[src/rtl/datapath_if.sv]
// Control/data bundle between the sequencing controller and the datapath.
// Latency: none. The interface holds wires only.
// Backpressure: none. The controller sequences every select and load enable.
//
// Signals:
//   datapath_in  immediate / external data
//   writenum     register file write index
//   readnum      register file read index
//   write        register file write enable
//   loada        A load enable
//   loadb        B load enable
//   loadc        C load enable
//   loads        Z load enable
//   asel         ALU A operand select
//   bsel         ALU B operand select
//   vsel         write-back data select
//   shift        shifter operation
//   ALUop        ALU operation
//   datapath_out register C (returned to the controller)
//   Z_out        Z flag (returned to the controller)
interface datapath_if #(
    parameter int data_width = 16
);
    logic [data_width-1:0] datapath_in;
    logic [2:0]            writenum;
    logic [2:0]            readnum;
    logic                  write;
    logic                  loada;
    logic                  loadb;
    logic                  loadc;
    logic                  loads;
    logic                  asel;
    logic                  bsel;
    logic                  vsel;
    logic [2:0]            shift;
    logic [2:0]            ALUop;
    logic [data_width-1:0] datapath_out;
    logic                  Z_out;

    modport master (
        output datapath_in, writenum, readnum, write,
        output loada, loadb, loadc, loads,
        output asel, bsel, vsel, shift, ALUop,
        input  datapath_out, Z_out
    );

    modport slave (
        input  datapath_in, writenum, readnum, write,
        input  loada, loadb, loadc, loads,
        input  asel, bsel, vsel, shift, ALUop,
        output datapath_out, Z_out
    );
endinterface

[src/rtl/datapath.sv]
// Datapath for a 16-bit RISC core. It contains an 8x register file, A and B operand registers, a shifter on B, a 4-op ALU, result register C and zero flag Z.
// Latency: one edge per stage. Stages are read->A/B, A/B->C/Z and C->register file, so a full op takes 4 cycles.
// Backpressure: none. Every select and enable comes from the controller, and there are no stalls.
//
// Ports:
//   clk    rising-edge clock
//   reset  synchronous, active-high. Clears R0..R7, A, B, C and Z.
//   dp     datapath_if.slave. Carries the controls and datapath_in in, and datapath_out and Z_out back.
module datapath #(
    parameter int data_width = 16
) (
    input  logic      clk,
    input  logic      reset,
    datapath_if.slave dp
);
    logic [data_width-1:0] regs [8];
    logic [data_width-1:0] read_dat;
    logic [data_width-1:0] wb_dat;
    logic [data_width-1:0] a_q;
    logic [data_width-1:0] b_q;
    logic [data_width-1:0] c_q;
    logic                  z_q;
    logic [data_width-1:0] b_shift;
    logic [data_width-1:0] ain;
    logic [data_width-1:0] bin;
    logic [data_width-1:0] alu_res;

    // Reads are combinational and have no write bypass.
    // A read of the index being written returns the pre-edge value.
    assign read_dat = regs[dp.readnum];

    // The write-back value is C before this edge, because c_q updates on the same edge.
    assign wb_dat = dp.vsel ? dp.datapath_in : c_q;

    always_ff @(posedge clk) begin
        if (reset) begin
            for (int i = 0; i < 8; i++) begin
                regs[i] <= '0;
            end
        end else if (dp.write) begin
            regs[dp.writenum] <= wb_dat;
        end
    end

    always_ff @(posedge clk) begin
        if (reset) begin
            a_q <= '0;
            b_q <= '0;
        end else begin
            if (dp.loada) a_q <= read_dat;
            if (dp.loadb) b_q <= read_dat;
        end
    end

    always_comb begin
        b_shift = b_q;
        case (dp.shift)
            3'b001:  b_shift = {b_q[data_width-2:0], 1'b0};
            3'b010:  b_shift = {1'b0, b_q[data_width-1:1]};
            3'b011:  b_shift = {b_q[data_width-1], b_q[data_width-1:1]};
            default: b_shift = b_q;
        endcase
    end

    // The immediate operand is the low 5 bits of datapath_in, zero-extended.
    assign ain = dp.asel ? '0 : a_q;
    assign bin = dp.bsel ? {{(data_width-5){1'b0}}, dp.datapath_in[4:0]} : b_shift;

    always_comb begin
        alu_res = '0;
        case (dp.ALUop)
            3'b000:  alu_res = ain + bin;
            3'b001:  alu_res = ain - bin;
            3'b010:  alu_res = ain & bin;
            3'b011:  alu_res = ~bin;
            default: alu_res = '0;
        endcase
    end

    // Z is taken from this cycle's ALU result, not from C.
    // This lets loads alone update the flag without touching C.
    always_ff @(posedge clk) begin
        if (reset) begin
            c_q <= '0;
            z_q <= 1'b0;
        end else begin
            if (dp.loadc) c_q <= alu_res;
            if (dp.loads) z_q <= (alu_res == '0);
        end
    end

    assign dp.datapath_out = c_q;
    assign dp.Z_out        = z_q;
endmodule

[src/flat_wrapper.sv]
// flat-port wrapper written by rule: the top's interface ports become plain ports
module datapath_flat 
#(
    parameter int data_width = 16
)
  (clk, reset, dp_datapath_in, dp_writenum, dp_readnum, dp_write, dp_loada, dp_loadb, dp_loadc, dp_loads, dp_asel, dp_bsel, dp_vsel, dp_shift, dp_ALUop, dp_datapath_out, dp_Z_out);
  datapath_if #(.data_width(data_width)) dp_i ();
  input  logic clk;
  input  logic reset;
  input wire logic [$bits(dp_i.datapath_in)-1:0] dp_datapath_in;
  input wire logic [$bits(dp_i.writenum)-1:0] dp_writenum;
  input wire logic [$bits(dp_i.readnum)-1:0] dp_readnum;
  input wire logic [$bits(dp_i.write)-1:0] dp_write;
  input wire logic [$bits(dp_i.loada)-1:0] dp_loada;
  input wire logic [$bits(dp_i.loadb)-1:0] dp_loadb;
  input wire logic [$bits(dp_i.loadc)-1:0] dp_loadc;
  input wire logic [$bits(dp_i.loads)-1:0] dp_loads;
  input wire logic [$bits(dp_i.asel)-1:0] dp_asel;
  input wire logic [$bits(dp_i.bsel)-1:0] dp_bsel;
  input wire logic [$bits(dp_i.vsel)-1:0] dp_vsel;
  input wire logic [$bits(dp_i.shift)-1:0] dp_shift;
  input wire logic [$bits(dp_i.ALUop)-1:0] dp_ALUop;
  output wire logic [$bits(dp_i.datapath_out)-1:0] dp_datapath_out;
  output wire logic [$bits(dp_i.Z_out)-1:0] dp_Z_out;
  assign dp_i.datapath_in = dp_datapath_in;
  assign dp_i.writenum = dp_writenum;
  assign dp_i.readnum = dp_readnum;
  assign dp_i.write = dp_write;
  assign dp_i.loada = dp_loada;
  assign dp_i.loadb = dp_loadb;
  assign dp_i.loadc = dp_loadc;
  assign dp_i.loads = dp_loads;
  assign dp_i.asel = dp_asel;
  assign dp_i.bsel = dp_bsel;
  assign dp_i.vsel = dp_vsel;
  assign dp_i.shift = dp_shift;
  assign dp_i.ALUop = dp_ALUop;
  assign dp_datapath_out = dp_i.datapath_out;
  assign dp_Z_out = dp_i.Z_out;
  datapath #(.data_width(data_width)) u_core (.clk(clk), .reset(reset), .dp(dp_i));
endmodule
[config.mk]
export PLATFORM = sky130hd
export DESIGN_NAME = datapath_flat
export DESIGN_NICKNAME = d
export VERILOG_FILES = /design/src/rtl/datapath_if.sv /design/src/rtl/datapath.sv /design/src/flat_wrapper.sv
export SDC_FILE = /design/constraint.sdc
export NUM_CORES = 1
export LEC_CHECK = 0
export ABC_AREA = 1
export ABC_CLOCK_PERIOD_IN_PS = 5000
export BUFFER_PORTS_ARGS = -buffer_cell sky130_fd_sc_hd__buf_2
export CORE_MARGIN = 4
export CORE_UTILIZATION = 30
export DETAILED_ROUTE_END_ITERATION = 8
export GPL_ROUTABILITY_DRIVEN = 1
export HOLD_SLACK_MARGIN = 0.06
export PLACE_DENSITY = 0.52
export SETUP_SLACK_MARGIN = 0.15
export SLEW_MARGIN = 25
export SYNTH_ARGS = -nofsm -noshare
export SYNTH_HDL_FRONTEND = slang
export SYNTH_SLANG_ARGS = --single-unit
export TNS_END_PERCENT = 10
[constraint.sdc]
create_clock -name clk -period 5 [get_ports clk]
set_clock_uncertainty 0.15 [all_clocks]
set_input_delay 0.5 -clock clk [delete_from_list [all_inputs] [get_ports clk]]
set_output_delay 0.5 -clock clk [all_outputs]
set_load 0.02 [all_outputs]
### Word-level counts from Yosys, hierarchy flattened

Memory sizes are Yosys's and may differ from the RTL's.
Index checks and enable logic that the tools add are counted.

| cells by class | value |
|---|---|
| equal/unequal tests | 6 |
| add/sub/neg operators | 2 |
| muxes and demuxes | 13 |
| reductions and logical operators | 3 |
| bitwise logic cells | 2 |

Operators by type and width:

| cell | number |
|---|---|
| 2-to-1 mux 16 bit | 4 |
| one-hot mux 16 bit (4 select lines) | 1 |
| one-hot mux 16 bit (3 select lines) | 1 |
| adder 16 bit | 1 |
| bitwise AND 16 bit | 1 |
| logical NOT 16 bit | 1 |
| inverter 16 bit | 1 |
| OR reduction 16 bit | 1 |
| subtractor 16 bit | 1 |
| == test 3 x 2 -> 1 bit, second input constant | 4 |
| == test 3 x 1 -> 1 bit, second input constant | 2 |
| 2-to-1 mux 1 bit | 6 |
| logical NOT 3 bit | 1 |
| 2-to-1 mux 3 bit | 1 |

| word-level totals | value |
|---|---|
| word-level logic and storage cells | 31 |
| bits in writable memories | 128 |
| input port bits | 38 |
| memories | 1 |
| register bits | 49 |

Memories:

| memory | words | width | read ports | clocked after memory_dff | wr ports | line | source |
|---|---|---|---|---|---|---|---|
| u_core.regs | 8 | 16 | 1 | 0 | 8 | datapath.sv:16 | `logic [data_width-1:0] regs [8];` |

### Depth between registers and ports, before layout

| logic depth | value |
|---|---|
| depth after elaboration | 6 |
| gate-level depth with buffers | 33 |
| depth with buffers taken out | 32 |

### Worst setup path before layout

Ideal clock, no wire load.

| timing | value |
|---|---|
| path type | input to register |
| start point | in dp_shift[1] |
| end point | reg u_core.c_q[15], in the netlist u_core.dp.datapath_out[15] |
| required time | 4,734 ps |
| arrival time | 3,473 ps |
| buffers on the path | 2 |
| setup slack | 1,261 ps |
| stages | 29 |
| cell sequence | buf_6 o21ai_4 buf_8 nand2_1 nand3_2 nand2_2 ha_1 inv_1 nor3_2 inv_2 nor2_4 nand3b_4 o31ai_2 xor2_1 inv_1 ha_1 nand2_1 nor4_1 nand2_1 nand2_1 nand3_1 nand2_1 inv_1 a21oi_1 nor2_1 nor2_1 nand2_1 o211ai_1 inv_1 |

| between the ends | value |
|---|---|
| word-level cells in the longest chain between the ends | 5 |
| elaborated cells between the ends (all ways) | 10 |

RTL lines:

| what | line | source |
|---|---|---|
| from (decl) | flat_wrapper.sv:21 | `input wire logic [$bits(dp_i.shift)-1:0] dp_shift;` |
| == test 3 x 2 -> 1 bit / == test 3 x 1 -> 1 bit (equally long branches) | datapath.sv:57 | `case (dp.shift)` |
| one-hot mux 16 bit (3 select lines) (*) | datapath.sv:57 |  |
| 2-to-1 mux 16 bit (*) | datapath.sv:67 | `assign bin = dp.bsel ? {{(data_width-5){1'b0}}, dp.datapath_in[4:0]} : b_shift;` |
| subtractor 16 bit (tied with other cells) | datapath.sv:73 | `3'b001: alu_res = ain - bin;` |
| one-hot mux 16 bit (4 select lines) (*) | datapath.sv:71 | `case (dp.ALUop)` |
| to (signal assigned) | datapath.sv:87 | `if (dp.loadc) c_q <= alu_res;` |
| to (decl) | datapath.sv:21 | `logic [data_width-1:0] c_q;` |

Mark *: on every way between the ends. The rest lies on a longest branch, timed or not.
A chain may end at the register's enable or synchronous reset.

### Final worst setup path

| timing | value |
|---|---|
| start point | in dp_bsel |
| end point | reg u_core.z_q, in the netlist u_core.dp.Z_out |

| between the ends | value |
|---|---|
| word-level cells in the longest chain between the ends | 4 |
| elaborated cells between the ends (all ways) | 7 |

RTL lines:

| what | line | source |
|---|---|---|
| from (decl) | flat_wrapper.sv:19 | `input wire logic [$bits(dp_i.bsel)-1:0] dp_bsel;` |
| 2-to-1 mux 16 bit (*) | datapath.sv:67 |  |
| subtractor 16 bit (tied with other cells) | datapath.sv:73 |  |
| one-hot mux 16 bit (4 select lines) (*) | datapath.sv:71 |  |
| logical NOT 16 bit (*) | datapath.sv:88 | `if (dp.loads) z_q <= (alu_res == '0);` |
| to (signal assigned) | datapath.sv:88 |  |
| to (decl) | datapath.sv:22 | `logic z_q;` |

Marks and branches as above.

==> results by group <==
Status
  – Status: completed

Finish
  – Most frequent cells in the layout: nor2_1 (269), nand2_1 (171), edfxtp_1 (128)
  – Most common cell after layout, fill and taps aside: nor2_1
  – Fin nets: 1,266
  – Fraction of layout cells with a size suffix above 1: 0.123
  – Fillers: 3,499
  – Synthesis-to-layout area growth: 12.9%
  – Diode count: 0
  – Final core utilization: 0.343

CTS
  – Number of post-CTS setup repair buffers: 0
  – Clock Tree Root: clkbuf_16
  – TritonCTS clock tree: done
  – Post-cts resize count: 0
  – Cts hold-fix bufs: 0
  – Clock-pin slew of the registers on the worst-case setup and hold paths: 80 ps
  – Clock buffer depth: 2
  – CTS Buf Count: 17
  – Later-pin clock latency in the skew report: 440 ps
  – CTS H-Tree Depth: 4
  – Clock tree sinks: 177

Critical path
  – RR Endpoint: u_core.dp.Z_out
  – Critical Path Most Common Cell: nand2_1
  – Worst reg2reg startpoint: u_core.b_q[2]
  – CP required: 5170 ps
  – CP startpoint kind: primary input
  – Worst Reg2Reg Path Length in Cells: 28
  – Critical path arrival: 4310 ps
  – CP Max Fanout: 12
  – Setup slack, reg-to-reg: 1030 ps
  – CP Capture Type: flip-flop
  – CP Class: in2reg
  – Crit-path slowest cell: o21ai_0
  – Worst path max stage delay: 510 ps

Yosys
  – EDFF count, synth: 128
  – Syn Area/Cell: 8.35 sq um
  – Synth Cell Area: 0.00988 sq mm
  – Netlist cell types: 50
  – Main combinational cell family by area after synthesis: simple AND/OR/NAND/NOR gates
  – Gate Count Post-Synth: 1,183
  – Synth Flop Type: edfxtp_1
  – Post-synthesis mux area share: 0.0193
  – Simple-gate share of the synthesized area: 0.239
  – Syn. warnings: 0
  – Compound-cell area share of the yosys netlist: 0.141
  – Mapped Nets: 1,239
  – Ys async rst share: 0
  – Post-Synth Adder-Cell Area: 0.0236
  – Register area share after synthesis: 0.488
  – Yosys reg bits: 177
  – Post-Synth XOR/XNOR Area: 0.0115

Global route
  – Vias in the first global route: 7,775
  – Gr ovfl total: 0
  – GRT Total Usage: 0.165
  – Initial antenna violation count: 1
  – Pin count of the biggest net entering global routing: 49
  – First-pass GRT wire length: 45,400 um

Timing
  – Final worst slack: 860 ps
  – Minimum clock period: 4140 ps
  – Max_slew headroom: 0.346
  – Slew Limit Fails: 0
  – Final Hold Viols: 0
  – Max Freq: 242 MHz
  – Worst-Margin Slew: 978 ps
  – RSZ-0062 raised after global routing: no
  – Final setup vio count: 0
  – Setup TNS: 0 ps
  – Crit share post-route: 0.828

Routing
  – Vias: 8,225
  – Detailed-route DRC error count: 0
  – Post-DRT Antenna Nets: 0
  – First-pass DRT Iterations: 4
  – Via density per instance: 4.94
  – Drt wl/cell: 17.9 um
  – Post-Route WL: 29,800 um
  – DR iter-0 viols: 684

Min path
  – Hold EP: u_core.dp.Z_out
  – HP Class: in2reg
  – Hold depth: 4
  – Worst Hold Launch: dp_loads

Power
  – Max rail drop VDD: 0.296 mV
  – Power per cell area: 334 mW/mm^2
  – Leak: 4.78 nW

Placement
  – Place WS: 492 ps
  – DP HPWL: 20,300 um
  – Final RePlAce weighted congestion: 0.918
  – Port-buffer cells: 54

Floorplan
  – Ports: 55
  – Die Area: 0.0359 sq mm
  – Die Y: 189 um
  – Rows: 66
  – Die W: 189 um
  – Core area: 0.0325 sq mm
  – Initial Util: 0.304

Flow run
  – MaxCap Viol Count: 0
## per-stage QoR
step	std cells	hold WS [ps]	power, mW	cell area, sq um
finish	1665	188	3.73	11100
global route	1665	188	3.89	11100
global placement	1633	333	2.32	10500
detailed placement	1633	330	2.32	10500
CTS	1665	170	3.75	11100
floorplan	1183	340	2.13	9880
## how the worst max path moves through the flow
stage | startpoint | end | depth (start not counted)
finish | dp_bsel | u_core.dp.Z_out | 29
detailed placement | dp_bsel | u_core.dp.Z_out | 29
global route | dp_bsel | u_core.dp.Z_out | 29
CTS | dp_bsel | u_core.dp.Z_out | 29
floorplan | dp_shift[1] | u_core.dp.datapath_out[15] | 29
global placement | dp_bsel | u_core.dp.Z_out | 29
## kinds of logic (layout without fill, tap and decap cells)
family	count (synthesis)	after routing
AOI/OAI and AO/OA	234	234
xor gates and xnor gates	13	13
adders and majority gates	18	18
buffers and inverters	179	219
DFF	177	177
muxes	19	19
and+or+nand+nor	543	543
## state kept, by name, indices dropped and copies added, names as in the netlist
| name | flops |
|---|---|
| u_core.b_q | 16 |
| u_core.a_q | 16 |
| u_core.regs | 128 |
| u_core.dp.datapath_out | 16 |
| u_core.dp.Z_out | 1 |
## where the power goes
part	leakage, nW	internal [mW]	switching [mW]
combinational	2.73	0.178	0.431
sequential	1.73	1.65	0.0362
clock	0.317	0.765	0.669
## worst max-delay path, delay by kind of cell
kind,cells,cell delay [ps]
AND/OR/NAND/NOR,16,1500
adder cells (fa/ha/maj),2,490
buffers and inverters,6,770
XOR/XNOR,1,170
AO/OA/AOI/OAI,4,880
## cells in the mapped netlist (all sizes together) (17+ instances only)
cell type  number  area share
nor2          274        0.11
inv           119       0.045
nand3          52       0.034
edfxtp        128        0.39
a21oi          66       0.036
clkbuf         50       0.022
ha             17       0.022
nand2         186       0.078
dfxtp          49       0.099
mux2i          19       0.019
o21ai         120       0.063
## layer usage
layer / up-vias / global-route usage / part of all wire
met5: - / 0 / 0
met4: 0 / 0.0470 / 0.023
met3: 43 / 0.0277 / 0.063
met2: 248 / 0.264 / 0.45
met1: 3903 / 0.230 / 0.46
li1: 4031 / - / -
## layout make-up
type,count,area (sq um),area share
sequential,177,4820,0.433
multi-input combinational,827,4290,0.385
tap,442,553,0.0496
clock buffer,20,500,0.0449
inverter,119,449,0.0403
timing repair buffer,68,375,0.0337
clock inverter,12,150,0.0135
Note: power is estimated with default switching activity, not from simulation.
